[config.mk]
export PLATFORM = sky130hd
export DESIGN_NAME = regfile_sb
export DESIGN_NICKNAME = d
export VERILOG_FILES = /design/src/rtl/regfile_pkg.sv /design/src/rtl/regfile_sb_scoreboard.sv /design/src/rtl/regfile_sb.sv
export SDC_FILE = /design/constraint.sdc
export NUM_CORES = 2
export LEC_CHECK = 0
export CORE_MARGIN = 2
export CORE_UTILIZATION = 55
export CTS_CLUSTER_SIZE = 25
export DETAILED_ROUTE_END_ITERATION = 16
export PLACE_DENSITY_LB_ADDON = 0.25
export SYNTH_ARGS = -nofsm -noshare
export SYNTH_HDL_FRONTEND = slang
export SYNTH_SLANG_ARGS = --single-unit
[constraint.sdc]
create_clock -name clk -period 41.9 [get_ports clk]
set_input_delay 6.285 -clock clk [delete_from_list [all_inputs] [get_ports clk]]
set_output_delay 6.285 -clock clk [all_outputs]
set_load 0.01 [all_outputs]
[src/rtl/regfile_pkg.sv]
// regfile_pkg
//   Shared defaults for the decode-stage register file and its scoreboard,
//   plus the helper that derives the register address width from DEPTH.
package regfile_pkg;

  localparam int DEFAULT_WIDTH = 32;
  localparam int DEFAULT_DEPTH = 32;

  // Address width for a given register count. DEPTH must be a power of two
  // and at least 2. The guard keeps a degenerate DEPTH from giving a
  // zero-width address bus.
  function automatic int calc_aw(input int depth);
    return (depth > 1) ? $clog2(depth) : 1;
  endfunction

endpackage : regfile_pkg

[src/rtl/regfile_sb_scoreboard.sv]
// reg_scoreboard
//   Pending-write scoreboard for the register file. It keeps one busy bit per
//   register. Issue sets the bit and writeback clears it. The block also
//   produces the WAW-guard ready, the sticky protocol-error flag, and the
//   per-port busy outputs. Those busy outputs already account for a
//   writeback landing in the same cycle.
//
// Ports
//   clk, rst       clock, asynchronous active-high reset
//   we_i           writeback strobe
//   rd_addr_i      writeback register
//   iss_valid_i    request to reserve iss_addr_i
//   iss_addr_i     register to reserve
//   rs_addr_i      read port A register
//   rt_addr_i      read port B register
//   rs_busy_o      port A register has an outstanding producer
//   rt_busy_o      port B register has an outstanding producer
//   iss_ready_o    iss_addr_i may be reserved this cycle
//   err_o          sticky protocol error (rejected issue or orphan writeback)
module reg_scoreboard
  import regfile_pkg::*;
#(
  parameter int DEPTH    = DEFAULT_DEPTH,
  parameter int AW       = calc_aw(DEPTH),
  parameter bit ZERO_REG = 1'b1
) (
  input  logic          clk,
  input  logic          rst,
  input  logic          we_i,
  input  logic [AW-1:0] rd_addr_i,
  input  logic          iss_valid_i,
  input  logic [AW-1:0] iss_addr_i,
  input  logic [AW-1:0] rs_addr_i,
  input  logic [AW-1:0] rt_addr_i,
  output logic          rs_busy_o,
  output logic          rt_busy_o,
  output logic          iss_ready_o,
  output logic          err_o
);

  logic [DEPTH-1:0] busy_q;
  logic [DEPTH-1:0] busy_d;
  logic             err_q;
  logic             err_d;

  function automatic logic is_zero_reg(input logic [AW-1:0] a);
    return ZERO_REG && (a == '0);
  endfunction

  // A writeback landing this cycle releases the producer, so a consumer
  // reading the same register is no longer stalled. The data reaches that
  // consumer through the bypass.
  function automatic logic port_busy(input logic [AW-1:0] a);
    return busy_q[a] && !(we_i && (rd_addr_i == a)) && !is_zero_reg(a);
  endfunction

  assign rs_busy_o = port_busy(rs_addr_i);
  assign rt_busy_o = port_busy(rt_addr_i);

  // WAW guard. A register may be reserved again only once its current
  // producer is gone, or is retiring in this same cycle.
  assign iss_ready_o = is_zero_reg(iss_addr_i) || !busy_q[iss_addr_i] ||
                       (we_i && (rd_addr_i == iss_addr_i));

  genvar gi;
  generate
    for (gi = 0; gi < DEPTH; gi++) begin : g_busy
      if (ZERO_REG && gi == 0) begin : g_zero
        assign busy_d[gi] = 1'b0;
      end else begin : g_live
        logic wb_hit;
        logic iss_hit;
        assign wb_hit  = we_i && (rd_addr_i == AW'(gi));
        assign iss_hit = iss_valid_i && iss_ready_o && (iss_addr_i == AW'(gi));
        // Issue takes priority over writeback. This lets a new producer
        // claim the register in the same cycle that the old one retires.
        assign busy_d[gi] = iss_hit | (busy_q[gi] & ~wb_hit);
      end
    end
  endgenerate

  // Address 0 is never an orphan writeback. With the zero register
  // disabled, r0 can still be written without first being reserved.
  assign err_d = err_q
               | (iss_valid_i && !iss_ready_o)
               | (we_i && (rd_addr_i != '0) && !busy_q[rd_addr_i]);

  always_ff @(posedge clk or posedge rst) begin
    if (rst) begin
      busy_q <= '0;
      err_q  <= 1'b0;
    end else begin
      busy_q <= busy_d;
      err_q  <= err_d;
    end
  end

  assign err_o = err_q;

endmodule : reg_scoreboard

[src/rtl/regfile_sb.sv]
// regfile_sb
//   Decode-stage register file with two read ports and one write port.
//   Reads are combinational. A writeback to the register being read in the
//   same cycle is bypassed to the read port. Register 0 can optionally be
//   hardwired to zero. An integrated scoreboard tracks registers that have an
//   outstanding producer. All state clears asynchronously on rst.
//
// Ports
//   clk, rst            clock, asynchronous active-high reset
//   Rs_addr / Rt_addr   read port A / B address
//   Rs_data / Rt_data   read port A / B data (bypassed)
//   Rs_busy / Rt_busy   read port A / B register has an outstanding producer
//   we, Rd_addr, Rd_data   writeback strobe, address, data
//   iss_valid, iss_addr    reserve iss_addr for a new producer
//   iss_ready           iss_addr may be reserved this cycle
//   err                 sticky protocol-error flag
module regfile_sb
  import regfile_pkg::*;
#(
  parameter int WIDTH    = DEFAULT_WIDTH,
  parameter int DEPTH    = DEFAULT_DEPTH,
  parameter int AW       = calc_aw(DEPTH),
  parameter bit ZERO_REG = 1'b1
) (
  input  logic             clk,
  input  logic             rst,
  input  logic [AW-1:0]    Rs_addr,
  input  logic [AW-1:0]    Rt_addr,
  output logic [WIDTH-1:0] Rs_data,
  output logic [WIDTH-1:0] Rt_data,
  output logic             Rs_busy,
  output logic             Rt_busy,
  input  logic             we,
  input  logic [AW-1:0]    Rd_addr,
  input  logic [WIDTH-1:0] Rd_data,
  input  logic             iss_valid,
  input  logic [AW-1:0]    iss_addr,
  output logic             iss_ready,
  output logic             err
);

  logic             wr_en;
  logic [WIDTH-1:0] rf_rd [DEPTH];

  // Writes to the hardwired zero register are dropped everywhere, including
  // the bypass path.
  assign wr_en = we && !(ZERO_REG && (Rd_addr == '0));

  // Storage is flops, not block RAM, because the array must clear
  // asynchronously and feed two combinational read ports.
  genvar gi;
  generate
    for (gi = 0; gi < DEPTH; gi++) begin : g_reg
      if (ZERO_REG && gi == 0) begin : g_zero
        assign rf_rd[gi] = '0;
      end else begin : g_store
        logic [WIDTH-1:0] data_q;
        logic [WIDTH-1:0] data_d;
        assign data_d = (wr_en && (Rd_addr == AW'(gi))) ? Rd_data : data_q;
        always_ff @(posedge clk or posedge rst) begin
          if (rst) begin
            data_q <= '0;
          end else begin
            data_q <= data_d;
          end
        end
        assign rf_rd[gi] = data_q;
      end
    end
  endgenerate

  // Read ports with the writeback bypass. The zero register needs no extra
  // gating here, because rf_rd[0] is constant 0 and wr_en never targets it.
  always_comb begin
    Rs_data = rf_rd[Rs_addr];
    if (wr_en && (Rd_addr == Rs_addr)) begin
      Rs_data = Rd_data;
    end
  end

  always_comb begin
    Rt_data = rf_rd[Rt_addr];
    if (wr_en && (Rd_addr == Rt_addr)) begin
      Rt_data = Rd_data;
    end
  end

  reg_scoreboard #(
    .DEPTH    (DEPTH),
    .AW       (AW),
    .ZERO_REG (ZERO_REG)
  ) u_scoreboard (
    .clk         (clk),
    .rst         (rst),
    .we_i        (we),
    .rd_addr_i   (Rd_addr),
    .iss_valid_i (iss_valid),
    .iss_addr_i  (iss_addr),
    .rs_addr_i   (Rs_addr),
    .rt_addr_i   (Rt_addr),
    .rs_busy_o   (Rs_busy),
    .rt_busy_o   (Rt_busy),
    .iss_ready_o (iss_ready),
    .err_o       (err)
  );

endmodule : regfile_sb

; Word level (Yosys, flattened, before mapping)
; Cells that the tools add are included.
[op_classes]
magnitude_cmp = 6
n_eq_ne = 65
muxes = 16
n_bitwise = 97
n_reduce_logical = 122
[ops]
columns = op, count
row1 = $bmux W32 S5, 2
row2 = $mux W32, 6
row3 = $eq A5 B5 Y1 const B, 32
row4 = $logic_and A1 B1 Y1, 107
row5 = $eq A5 B4 Y1 const B, 16
row6 = $eq A5 B3 Y1 const B, 8
row7 = $or A1 B1 Y1, 33
row8 = $and A1 B1 Y1, 31
row9 = $not A1 Y1, 31
row10 = $lt A5 B6 Y1 const B, 4
row11 = $bmux W1 S5, 4
row12 = $eq A5 B2 Y1 const B, 4
row13 = $logic_not A5 Y1, 4
row14 = $eq A5 B5 Y1, 3
row15 = $ge A6 B6 Y1 const B, 2
row16 = $not A5 Y6, 2
row17 = $eq A5 B1 Y1 const B, 2
row18 = $logic_not A1 Y1, 8
row19 = $reduce_bool A5 Y1, 1
row20 = $mux W1, 4
row21 = $logic_or A1 B1 Y1, 2
[word_totals]
register_bits = 1024
inputBits = 56
out_inout_bits = 68
wordCells = 339

; Longest topological paths before layout
[depth]
word_depth = 9
ltp_mapped = 10
mapped_depth_nobuf = 5

; Modules after synthesis
; A second synthesis with hierarchy kept.
[hier_totals]
cells_unflattened = 4166
hier_area_um2 = 55949.9
[by_module_without_submodules]
columns = module, n_inst, cells_per_inst, area_each_um2, seq_area_each_um2
row1 = regfile_sb, 1, 3893, 53182.3, 24823.8
row2 = reg_scoreboard, 1, 273, 2767.7, 800.8

; Worst setup path before layout
; OpenSTA, ideal clock, no wires.
[synth_timing]
path_kind = input-to-output
startpoint = in Rt_addr[0]
endpoint = out Rt_data[10]
arrival_ns = 8.050
required_time_ns = 35.615
slack_ns = 27.565
stages = 7
n_path_buf = 3
cell_sequence = buf_2 > buf_6 > buf_2 > mux4_2 > mux2_2 > a211oi_1 > o21ai_0
[synth_via]
elab_chain_len = 5
elab_cells_between_ends = 7
classes_between = eq/ne: 1 / mux: 4 / bitwise: 1 / reduce/logical: 1
[synth_rtl]
columns = element, line
row1 = start: declaration, regfile_sb.sv:28  ; input logic [AW-1:0] Rt_addr,
row2 = $not A5 Y6 (implied by the code), regfile_sb.sv:82  ; Rt_data = rf_rd[Rt_addr];
row3 = $bmux W32 S5, regfile_sb.sv:82
row4 = $mux W32 (implied by the code) (2 in a row), regfile_sb.sv:82
row5 = $mux W32 (*), regfile_sb.sv:83  ; if (wr_en && (Rd_addr == Rt_addr)) begin
row6 = end: declaration, regfile_sb.sv:30  ; output logic [WIDTH-1:0] Rt_data,
; Mark *: on every way between the ends. The rest lies on a longest branch, timed or not. The select of a mux whose other input is x is not followed.

; Final worst setup path
[layout_timing]
startpoint = in Rs_addr[3]
endpoint = out Rs_data[11]
[layout_via]
elab_chain_len = 5
elab_cells_between_ends = 7
classes_between = eq/ne: 1 / mux: 4 / bitwise: 1 / reduce/logical: 1
[layout_rtl]
columns = element, line
row1 = start: declaration, regfile_sb.sv:27  ; input logic [AW-1:0] Rs_addr,
row2 = $not A5 Y6 (implied by the code), regfile_sb.sv:75  ; Rs_data = rf_rd[Rs_addr];
row3 = $bmux W32 S5, regfile_sb.sv:75
row4 = $mux W32 (implied by the code) (2 in a row), regfile_sb.sv:75
row5 = $mux W32 (*), regfile_sb.sv:76  ; if (wr_en && (Rd_addr == Rs_addr)) begin
row6 = end: declaration, regfile_sb.sv:29  ; output logic [WIDTH-1:0] Rs_data,
; Marks and branches as above.

==> flow_metrics.env <==
export IMPL_yosys_warnings=0
export IMPL_root_buffer="clkbuf_16"
export IMPL_port_buffers=123
export IMPL_yosys_area_share_simple_pct=2.70
export IMPL_syn_inst=3795
export IMPL_path_cells="clkbuf_8, buf_4, buf_4, mux4_2, a22oi_1, nand4_1, o21ai_1, o21ai_0, clkdlybuf4s50_1"
export IMPL_cts_sinks=1024
export IMPL_relSlewSlack_pct=18.6
export IMPL_layout_common_cells="1085 x mux2_2, 1024 x dfrtp_1, 512 x mux4_2"
export IMPL_hold_path_class="reg -> reg"
export IMPL_dr_total_vias=36000
export IMPL_max_freq_mhz=60.0
export IMPL_required_ns=35.62
export IMPL_path_buf_inv=4
export IMPL_mostFrequentLayoutCell="mux2_2"
export IMPL_gr_usage_all_layers_pct=32.2
export IMPL_grt_max_degree=166
export IMPL_async_flop_share_pct=100
export IMPL_drv_cap=0
export IMPL_finalMaxSlewViolations=0
export IMPL_routed_via_density=6.98
export IMPL_core_um2=102000
export IMPL_start_util_pct=55.4
export IMPL_fin_nets=3763
export IMPL_path_class="in -> out"
export IMPL_gr_total_overflow=0
export IMPL_fin_cells=5164
export IMPL_min_period_ns=16.67
export IMPL_post_cts_buffers=0
export IMPL_hold_viol_final=0
export IMPL_endpoint_kind="output pin"
export IMPL_antenna_left=0
export IMPL_fin_tns_setup_ns=0
export IMPL_die_height_um=324
export IMPL_syn_nets=3851
export IMPL_synth_edf_count=0
export IMPL_hpwl_um=88600
export IMPL_yosysSeqAreaShare_pct=45.5
export IMPL_routedWlPerCell_um=31.9
export IMPL_diodes=0
export IMPL_place_congestion=0.849
export IMPL_path_delay_family="buffers and inverters"
export IMPL_worst_pin_slew_ns=1.22
export IMPL_ios=124
export IMPL_tritoncts_num_buffers=110
export IMPL_seqPwrFrac_pct=45.0
export IMPL_setup_viol=0
export IMPL_crit_top_cell="buf_4"
export IMPL_p_clk_share_pct=33.6
export IMPL_status="completed"
export IMPL_path_max_fanout=42
export IMPL_cts_max_path_buffers=3
export IMPL_synthToLayoutAreaGrowth_pct=10.0
export IMPL_crit_arrival_ns=10.39
export IMPL_rows=117
export IMPL_grt_pass1_vias=37300
export IMPL_crit_slowest_cell="buf_4"
export IMPL_netSwitchingPower_uw=803
export IMPL_cp_slowest_stage_delay_ns=0.80
export IMPL_intPower_uw=2160
export IMPL_cts_tree="yes"
export IMPL_drc_errors=0
export IMPL_die_w_um=324
export IMPL_cp_start_kind="input port"
export IMPL_period_share_pct=39.8
export IMPL_path_clk_slew_ns=0.06
export IMPL_ctsHtreeMaxLevel=3
export IMPL_synth_xor_area_share_pct=0.233
export IMPL_synth_top_family_by_area="multiplexers"
export IMPL_cts_resized_gates=0
export IMPL_wl_um=165000
export IMPL_dp_cells=4963
export IMPL_placed_cell_area_um2=58300
export IMPL_drt_initial_drc_count=3687
export IMPL_p_comb_share_pct=21.4
export IMPL_cellPowerDensity_nw_per_um2=47.8
export IMPL_grt_pass1_wl_um=249000
export IMPL_grt_antenna_before_repair=0
export IMPL_rsz0062_at_grt="false"
export IMPL_synth_adder_area_share_pct=0
export IMPL_synth_area_um2=56300
export IMPL_leakagePower_uw=0.0264
export IMPL_fp_dieArea_um2=105000
export IMPL_layout_drive_gt1_share_pct=50.9
export IMPL_synth_distinct_cells=59
export IMPL_syn_area_per_cell_um2=14.8
export IMPL_skew_ns=0.0162
export IMPL_first_pass_iters=5
export IMPL_sw_frac_of_total_pct=27.1
export IMPL_insertion_delay_ns=0.70
export IMPL_synth_compound_area_share_pct=3.79
export IMPL_hold_buffers=0
export IMPL_max_vdd_ir_drop_mv=0.0349
export IMPL_synth_seq_cells=1024
export IMPL_stdcell_area_um2=61900
export IMPL_yosys_mux_area_fraction_pct=44.2
export IMPL_synth_ff_type="dfrtp_1"
## cell usage after synthesis, types with 2 or more instances
library cell / count / area share, %
a2111oi_0: 14 / 0.22
a211oi_1: 20 / 0.27
a21oi_1: 37 / 0.33
a221o_1: 13 / 0.23
a221oi_1: 30 / 0.47
a22o_1: 20 / 0.31
a22oi_1: 20 / 0.27
a32o_1: 17 / 0.30
buf_1: 98 / 0.65
buf_2: 129 / 1.1
buf_4: 41 / 0.55
buf_6: 7 / 0.14
clkbuf_1: 137 / 0.91
dfrtp_1: 1024 / 46
inv_1: 14 / 0.093
mux2_2: 1085 / 22
mux2i_1: 105 / 1.9
mux4_1: 3 / 0.14
mux4_2: 512 / 20
nand2_1: 126 / 0.84
nand2b_1: 6 / 0.067
nand3_1: 23 / 0.20
nand3b_1: 15 / 0.20
nand4_1: 17 / 0.19
nand4b_1: 2 / 0.031
nor2_1: 64 / 0.43
nor2_2: 4 / 0.044
nor2b_1: 26 / 0.29
nor3_1: 21 / 0.19
nor4b_2: 2 / 0.053
o211ai_1: 10 / 0.13
o21ai_0: 51 / 0.45
o21ai_1: 32 / 0.28
o22ai_1: 20 / 0.22
o31ai_1: 10 / 0.13
o41ai_1: 3 / 0.047
or3_1: 2 / 0.022
xnor2_1: 11 / 0.17
xor2_1: 4 / 0.062
## cell families after synthesis
| kind of cell | after synthesis |
|---|---|
| AO/OA/AOI/OAI | 303 |
| XOR/XNOR | 15 |
| buffers and inverters | 429 |
| flip-flops | 1024 |
| multiplexers | 1706 |
| AND/OR/NAND/NOR | 318 |
## sequential cells by signal (all words and copies together) (netlist names)
register and count:
g.g_store.data_q 992, u_scoreboard.busy_q 31, u_scoreboard.err_o 1
## routing by layer
layer	vias up	part of all wire (%)	GRT usage, %
met5	-	0	0
met4	0	4.7	13.4
met3	469	8.0	5.89
met2	1715	47	50.7
met1	19300	40	44.6
li1	14500	-	-
## through the flow
stage | worst slack, ns | util [%] | hold WS, ns | total power (uW)
2_1_floorplan | 6.80 | - | 0.490 | 1800
3_3_place_gp | 25.23 | 57.3 | 0.499 | 1950
3_5_place_dp | 25.29 | 57.3 | 0.509 | 1980
4_1_cts | 25.28 | 61.0 | 0.523 | 2970
5_1_grt | 24.99 | 61.0 | 0.535 | 3080
6_report | 25.23 | 61.0 | 0.521 | 2960
## area by class of cell
class | count | area [um2]
Inverter | 15 | 63.8
Sequential cell | 1024 | 25600
Clock buffer | 156 | 3210
Timing Repair Buffer | 214 | 1970
Multi-Input combinational cell | 2342 | 28900
Fill cell | 7727 | 39600
Clock inverter | 45 | 475
Tap cell | 1368 | 1710
## path summary, 6_finish.rpt
kind / from / endpoint / slack (ns) / depth (start not counted)
worst max-delay path: Rs_addr[3] / Rs_data[11] / 25.23 / 9
worst min-delay path: g_reg[22].g_store.data_q[14] / g_reg[22].g_store.data_q[14] / 0.52 / 1
worst max register to register: u_scoreboard.busy_q[2] / u_scoreboard.busy_q[2] / 39.68 / 5
worst min register to register: g_reg[22].g_store.data_q[14] / g_reg[22].g_store.data_q[14] / 0.52 / 1
max in group asynchronous: rst / g_reg[8].g_store.data_q[16] / 31.82 / 6
min in group asynchronous: rst / g_reg[27].g_store.data_q[27] / 6.10 / 2
## power groups by stage
| stage | registers (uW) | clock network (uW) | logic [uW] |
|---|---|---|---|
| 6_report | 1330 | 996 | 633 |
| 5_1_grt | 1360 | 1050 | 678 |
| 4_1_cts | 1330 | 1010 | 634 |
| 3_5_place_dp | 1340 | 0 | 631 |
| 3_3_place_gp | 1330 | 0 | 616 |
| 2_1_floorplan | 1290 | 0 | 506 |
## worst register-to-register path, cell delays in order, from the launching register on
cell	delay, ns
dfrtp_1	0.44
mux2_4	0.30
a221oi_2	0.33
o31ai_1	0.11
o211a_1	0.46
o41ai_1	0.45
(Power assumes the default switching activity.)
